### config.mk
export PLATFORM = sky130hd
export DESIGN_NAME = mux16_serial_scanner
export DESIGN_NICKNAME = d
export VERILOG_FILES = /design/src/rtl/mux16_serial_scanner.sv
export SDC_FILE = /design/constraint.sdc
export NUM_CORES = 1
export LEC_CHECK = 0
export CAP_MARGIN = 40
export CORE_MARGIN = 8
export CORE_UTILIZATION = 44
export CTS_BUF_LIST = sky130_fd_sc_hd__clkbuf_4 sky130_fd_sc_hd__clkbuf_8
export CTS_CLUSTER_SIZE = 10
export DETAILED_ROUTE_END_ITERATION = 6
export GPL_ROUTABILITY_DRIVEN = 0
export PLACE_DENSITY = 0.89
export REMOVE_ABC_BUFFERS = 1
export SYNTH_ARGS = -nofsm -noshare
export SYNTH_HDL_FRONTEND = slang
export SYNTH_SLANG_ARGS = --single-unit
### constraint.sdc
create_clock -name clk -period 2 [get_ports clk]
set_clock_uncertainty 0.05 [all_clocks]
set_input_delay 0.4 -clock clk [delete_from_list [all_inputs] [get_ports clk]]
set_output_delay 0.4 -clock clk [all_outputs]
set_load 0.01 [all_outputs]
### src/rtl/mux16_serial_scanner.sv
// Loads a 16-bit word, steps the external 16:1 mux select 0..15 and streams its output LSB-first.
// Optional PARITY_EN appends an even-parity bit after bit 15.
module mux16_serial_scanner #(
  parameter int DATA_W = 16,
  parameter int SEL_W  = 4
) (
  input  logic              clk,
  input  logic              rst,
  input  logic              load_valid,
  output logic              load_ready,
  input  logic [DATA_W-1:0] load_data,
  output logic [DATA_W-1:0] mux_in,
  output logic [SEL_W-1:0]  mux_sel,
  input  logic              mux_y,
  output logic              ser_bit,
  output logic              ser_valid,
  input  logic              ser_ready,
  output logic              done
);

  typedef enum logic [1:0] {
    StIdle,
    StSend,
`ifdef PARITY_EN
    StPar,
`endif
    StDone
  } state_e;

  localparam logic [SEL_W-1:0] LastSel = SEL_W'(DATA_W - 1);

  state_e state_q;

`ifdef PARITY_EN
  logic parity_q;
  // The parity bit is sourced internally; the external mux is not consulted in StPar.
  assign ser_bit = (state_q == StPar) ? parity_q : mux_y;
`else
  assign ser_bit = mux_y;
`endif

  always_ff @(posedge clk or posedge rst) begin
    if (rst) begin
      state_q    <= StIdle;
      mux_in     <= '0;
      mux_sel    <= '0;
      load_ready <= 1'b0;
      ser_valid  <= 1'b0;
      done       <= 1'b0;
`ifdef PARITY_EN
      parity_q   <= 1'b0;
`endif
    end else begin
      done <= 1'b0;
      case (state_q)
        StIdle: begin
          if (load_valid && load_ready) begin
            mux_in     <= load_data;
            mux_sel    <= '0;
            load_ready <= 1'b0;
            ser_valid  <= 1'b1;
            state_q    <= StSend;
`ifdef PARITY_EN
            parity_q   <= 1'b0;
`endif
          end else begin
            load_ready <= 1'b1;
          end
        end
        StSend: begin
          if (ser_ready) begin
`ifdef PARITY_EN
            parity_q <= parity_q ^ ser_bit;
`endif
            if (mux_sel == LastSel) begin
`ifdef PARITY_EN
              state_q   <= StPar;
`else
              state_q   <= StDone;
              ser_valid <= 1'b0;
              done      <= 1'b1;
`endif
            end else begin
              mux_sel <= mux_sel + 1'b1;
            end
          end
        end
`ifdef PARITY_EN
        StPar: begin
          if (ser_ready) begin
            state_q   <= StDone;
            ser_valid <= 1'b0;
            done      <= 1'b1;
          end
        end
`endif
        StDone: begin
          state_q    <= StIdle;
          mux_sel    <= '0;
          load_ready <= 1'b1;
        end
        default: begin
          state_q    <= StIdle;
          ser_valid  <= 1'b0;
          load_ready <= 1'b0;
        end
      endcase
    end
  end

endmodule

==> results of run 1 <==
area by class of cell:
type,count,area [um^2],area share [%]
flip-flops and latches,25,625.6,39.43
repair buffers,44,447.9,28.23
inverters,3,11.26,0.7098
clock buffers,4,30.03,1.893
multi-input cells,48,434.2,27.37
well taps,30,37.54,2.366
how the worst max path moves through the flow:
stage                 endpoint  cells past startpoint
floorplan            mux_in[0]                      2
global placement    mux_in[14]                      4
detailed placement  mux_in[14]                      4
CTS                 mux_sel[2]                      1
global route        mux_sel[2]                      1
finish              mux_sel[2]                      1
layout by cell type, fill, tap and decap left out, drive strengths merged, types with 2 or more instances in the layout:
master / synthesis / final
a21oi: 4 / 4
buf: 3 / 2
clkbuf: 1 / 4
clkdlybuf4s50: 0 / 42
dfrtp: 25 / 25
inv: 3 / 3
mux2: 16 / 16
nand2: 4 / 4
nand3: 3 / 3
nor2: 3 / 3
o2bb2ai: 2 / 2
o311ai: 2 / 2
through the flow:
step                      setup TNS (ps)  cell area (um^2)
after global placement                 0              1556
after global routing                   0              1587
final                                  0              1587
after detailed placement               0              1556
after CTS                              0              1587
after floorplan                   -24240              1056
cell families after synthesis:
logic type | after synthesis | share of synthesized area (%)
AO/OA/AOI/OAI | 14 | 9.372
flip-flops | 25 | 57.14
AND/OR/NAND/NOR | 16 | 8.001
buffers and inverters | 7 | 4.571
adder cells (fa/ha/maj) | 1 | 1.143
multiplexers | 17 | 19.77
state kept, by name (all words and copies together), names as in the netlist:
register / count
ser_valid: 1
mux_in: 16
load_ready: 1
done: 1
mux_sel: 4
state_q: 2
power groups by stage:
stage / logic (mW) / clock network (mW) / registers, mW
after floorplan: 0.398 / 0 / 0.992
after global routing: 1.15 / 0.268 / 0.951
final: 1.07 / 0.242 / 0.920
after CTS: 1.09 / 0.246 / 0.919
after detailed placement: 1.08 / 0 / 0.929
after global placement: 1.05 / 0 / 0.910
routing by layer:
metal	part of all wire (%)	global-route usage, %
met4	4.0	8.992
met2	56	24.12
met5	0	0
met1	35	13.18
met3	4.7	2.712
==> results.md, run 1 <==
* Nets@finish at roughly 150
* Placed Cells at 150
* Starting Density at a little under half
* Lkg Pwr at between 0.6 and 0.7 nW
* Top cell type's share of synthesized area at a little under three fifths
* Vias per cell at 5.370
* Post-synth top area cell: dfrtp_1
* Post-cts gate resize count at 0
* Type of origin of the critical path: register
* All-Layer GR Usage at roughly an eighth
* Final Non-Filler Cells at 154
* Status: completed
* First-pass GRT wire length at 4388 um
* CP max FO at 7
* Syn Std Cell Area at ~1100 um^2
* Diode count at 0
* Fill cells at around 180
* Slowest cell on the critical path: clkdlybuf4s50_1
* Worst-skew pair later-pin latency at ~320 ps
* Post-synth EDFFs at 0
* Setup crit end kind: output pin
* CTS tree: built
* Ys flop type: dfrtp_1
* Slew Limit Fails at 0
* Dominant cells by area after synthesis: dfrtp_1, mux2_4, mux2_2, a21oi_1, buf_12
* Final worst path period need at approximately 1900 ps
* Ys async rst share at 100.0%
* Worst Setup SP: mux_sel[2]
* Distinct cells, synth at 27
* Antenna viol nets, final at 0
* Hold-fix buffers at CTS at 0
* Most common cell in the netlist: dfrtp_1
* Critical Path AT at 1400 ps
* Worst Reg-to-Reg Cells at 3
* Crit path cell chain: clkdlybuf4s50_1
* Sequential share of power at between 40 and 50%
* DRC viols at 0
* Relative slew slack at between 70 and 80%
* Setup bufs post-CTS at 0
* Routed length per instance at between 15 and 20 um
* Htree depth at 1
* Hold Fails Final Rpt at 0
* Cell row count at 18
* Vias at slightly above 800
* Period utilization at 92.51%
* Setup Slack @ Placement at approximately 6.8 ps
* Clk pwr share at 10.8%
* CTS buffer count at 3
* Hold Crit Class: in -> async
* Post-Synthesis Cells at 80
* MaxCap Viol Count at 0
* Final setup violation count at 0
* Combinational share of power at ~48%
* Final worst setup slack at 149.7 ps
* Syn_area_per_cell at ~14 um^2
* RSZ-0062 raised after global routing: false
* Die area at ~4300 um^2
* Clock-pin slew on the worst setup and hold paths at between 100 and 150 ps
* Horiz. Die Dim at 65.88 um
* IO Port Bufs at 42
* Yosys reg bits at 25
* Drt total wl at roughly 2800 um
* CTS root buf: clkbuf_4
* Crit Path Category: reg -> out
* FF-to-FF Start: state_q[0]
* End of the worst register-to-register path: mux_in[14]
* Die height at roughly 66 um
* Largest net degree at the start of global routing at 26
* Core Region at 2410 um^2
* Initial antenna violation count at 0
* Initial DRC count at 24
* Crit path max-delay family: buffers and inverters
* Clock tree buffer depth at 2
* Slew @ Worst Pin at approximately 420 ps
* IO Pins at 45
* Most instantiated cells after synthesis: dfrtp_1, mux2_2, mux2_4
* Peak VDD IR at approximately 0.9 mV
* Final Util at between 60% and 70%
* Power per Cell Area at around 1400 nW/um^2
* First-pass DRT Iterations at 4
* Number of global-route vias before repair at ~870
* Clk sinks at 25
* Total power at roughly 2.2 mW
* Max Fclk at roughly 0.54 GHz
* Register area share after synthesis at 57.14%
* Largest stage delay on the critical path at slightly below 600 ps
* Layout cells sized above 1 at roughly 19%
* R2r setup slk at between 300 and 400 ps
* Sw frac at roughly 32%
* CP Buf/Inv Count at 1
* Pint at approximately 1.5 mW
* Post-detail-place hpwl at between 2000 and 2500 um
* Synthesis-to-finish area growth at 44.91%
* Worst hold margin at between 300 and 400 ps
* Remaining Overflow, GRT at 0
* Worst EP required at 1550 ps
* Psw at about 720 uW
* Synth warn at 0
(Power assumes the default switching activity.)
==> inputs of run 2 (changes only) <==
==> constraint.sdc (replaced) <==
create_clock -name clk -period 2 [get_ports clk]
set_clock_uncertainty 0.05 [all_clocks]
set_input_delay 0.2 -clock clk [delete_from_list [all_inputs] [get_ports clk]]
set_output_delay 0.2 -clock clk [all_outputs]
set_load 0.01 [all_outputs]
==> results.md, run 2 (synthesis gave the netlist of run 1 again) <==
* CTS tree: built (unchanged)
* Core Region at 2410 um^2 (unchanged)
* Initial DRC count at 34 (was 24)
* Placed cell area at 1556 um^2 (unchanged)
* Clk sinks at 25 (unchanged)
* Clock-pin slew on the worst setup and hold paths at 130 ps (about the same)
* RSZ-0062 raised after global routing: false (unchanged)
* Psw at 720.5 uW (was 723.4 uW)
* Drt total wl at 2748 um (was 2780 um)
* Remaining Overflow, GRT at 0 (unchanged)
* Die height at 65.88 um (unchanged)
* Worst EP required at 2170 ps (was 1550 ps)
* Post-cts gate resize count at 0 (unchanged)
* Critical Path AT at 1830 ps (was 1400 ps)
* Crit Path Category: reg -> reg (was reg -> out)
* CP Buf/Inv Count at 1 (unchanged)
* All-Layer GR Usage at 13.11% (was 13.26%)
* Hold Fails Final Rpt at 0 (unchanged)
* Crit path cell chain: nor4bb_4 -> buf_12 -> mux2_2 (was clkdlybuf4s50_1)
* Pint at 1.512 mW (about the same)
* FF-to-FF Start: state_q[0] (unchanged)
* Horiz. Die Dim at 65.88 um (unchanged)
* Number of global-route vias before repair at 845 (was 865)
* Antenna viol nets, final at 0 (unchanged)
* Peak VDD IR at 0.9211 mV (was 0.9168 mV)
* Post-route cell area at 1587 um^2 (unchanged)
* Biggest regs: mux_in (16), mux_sel (4), state_q (2) (unchanged)
* Setup bufs post-CTS at 0 (unchanged)
* Final worst setup slack at 339.7 ps (was 149.7 ps)
* First-pass GRT wire length at 4319 um (was 4388 um)
* Power per Cell Area at 1407 nW/um^2 (was 1409 nW/um^2)
* Combinational share of power at 48.1% (was 48.0%)
* Setup_tns at 0 ps (unchanged)
* IO Port Bufs at 42 (unchanged)
* Initial antenna violation count at 0 (unchanged)
* Vias per cell at 5.260 (was 5.370)
* CP max FO at 19 (was 7)
* Diode count at 0 (unchanged)
* Sw frac at 32.27% (was 32.35%)
* Slew Limit Fails at 0 (unchanged)
* Max reg flops at 16 (unchanged)
* Slowest cell on the critical path: dfrtp_1 (was clkdlybuf4s50_1)
* Type of origin of the critical path: register (unchanged)
* Crit path max-delay family: flip-flops (was buffers and inverters)
* Hold Crit Class: in -> async (unchanged)
* Placed Cells at 150 (unchanged)
* Clock tree buffer depth at 2 (unchanged)
* Post-detail-place hpwl at 2136 um (was 2137 um)
* Synthesis-to-finish area growth at 44.91% (unchanged)
* Slew @ Worst Pin at 401.7 ps (was 417.9 ps)
* Routed length per instance at 17.84 um (was 18.05 um)
* Final setup violation count at 0 (unchanged)
* Nets@finish at 147 (unchanged)
* Final Util at 65.84% (unchanged)
* Sequential share of power at 41.0% (was 41.1%)
* Most common cell after layout, fill and taps aside: clkdlybuf4s50_1 (unchanged)
* Most frequent cells in the layout: clkdlybuf4s50_1, dfrtp_1, mux2_2 (unchanged)
* Period utilization at 83.02% (was 92.51%)
* Layout cells sized above 1 at 19.35% (unchanged)
* Worst-skew pair later-pin latency at 320 ps (about the same)
* Worst Setup SP: state_q[0] (was mux_sel[2])
* Final Non-Filler Cells at 154 (unchanged)
* Clk pwr share at 10.9% (was 10.8%)
* Vias at 810 (was 827)
* Starting Density at 45.43% (unchanged)
* Final worst path period need at 1660 ps (was 1850 ps)
* Cell row count at 18 (unchanged)
* Htree depth at 1 (unchanged)
* Max Fclk at 0.6023 GHz (was 0.5405 GHz)
* Setup Slack @ Placement at 199.6 ps (was 6.793 ps)
* CTS root buf: clkbuf_4 (unchanged)
* MaxCap Viol Count at 0 (unchanged)
* Fill cells at 180 (was 184)
* Lkg Pwr at 0.6842 nW (unchanged)
* Setup crit end kind: register (was output pin)
* Largest stage delay on the critical path at 550 ps (was 590 ps)
* First-pass DRT Iterations at 4 (unchanged)
* IO Pins at 45 (unchanged)
* Total power at 2.233 mW (was 2.236 mW)
* Die area at 4340 um^2 (unchanged)
* Relative slew slack at 73.22% (was 72.14%)
* Worst hold margin at 176.9 ps (was 377.4 ps)
* Hold-fix buffers at CTS at 0 (unchanged)
* Largest Register: mux_in (unchanged)
* Largest net degree at the start of global routing at 26 (unchanged)
* CTS buffer count at 3 (unchanged)
* Status: completed (unchanged)
* DRC viols at 0 (unchanged)
## run 2: final cells by class
type	instances	area (um^2)	area share, %
flip-flops and latches	25	625.6	39.43
inverters	3	11.26	0.7098
multi-input cells	48	434.2	27.37
repair buffers	44	447.9	28.23
well taps	30	37.54	2.366
clock buffers	4	30.03	1.893
## run 2: layer usage
metal  up-vias  track usage (%)  wire length [um]
li1        381                -                 -
met1       392            13.17               965
met2        29            23.39              1553
met3         8            2.881               127
met4         0            9.264               101
met5         -                0                 0
## run 2: worst paths after layout
kind	to	slack, ps	cells after the start
worst min register to register	mux_in[0]	470	1
worst min-delay path	mux_in[3]	180	3
min in group clk	ser_bit	350	0
worst max register to register	mux_in[1]	340	3
worst max-delay path	mux_in[1]	340	3
max in group asynchronous	mux_sel[3]	1480	3
## run 2: power groups by stage
stage / logic (mW) / registers, mW / clock network (mW)
after floorplan: 0.398 / 0.992 / 0
after global placement: 1.05 / 0.910 / 0
after detailed placement: 1.08 / 0.927 / 0
after CTS: 1.09 / 0.918 / 0.247
after global routing: 1.14 / 0.949 / 0.269
final: 1.07 / 0.916 / 0.242
## run 2: tightest hold or removal path, delay by kind of cell
kind	cells	cell delay (ps)
buf+inv	3	770
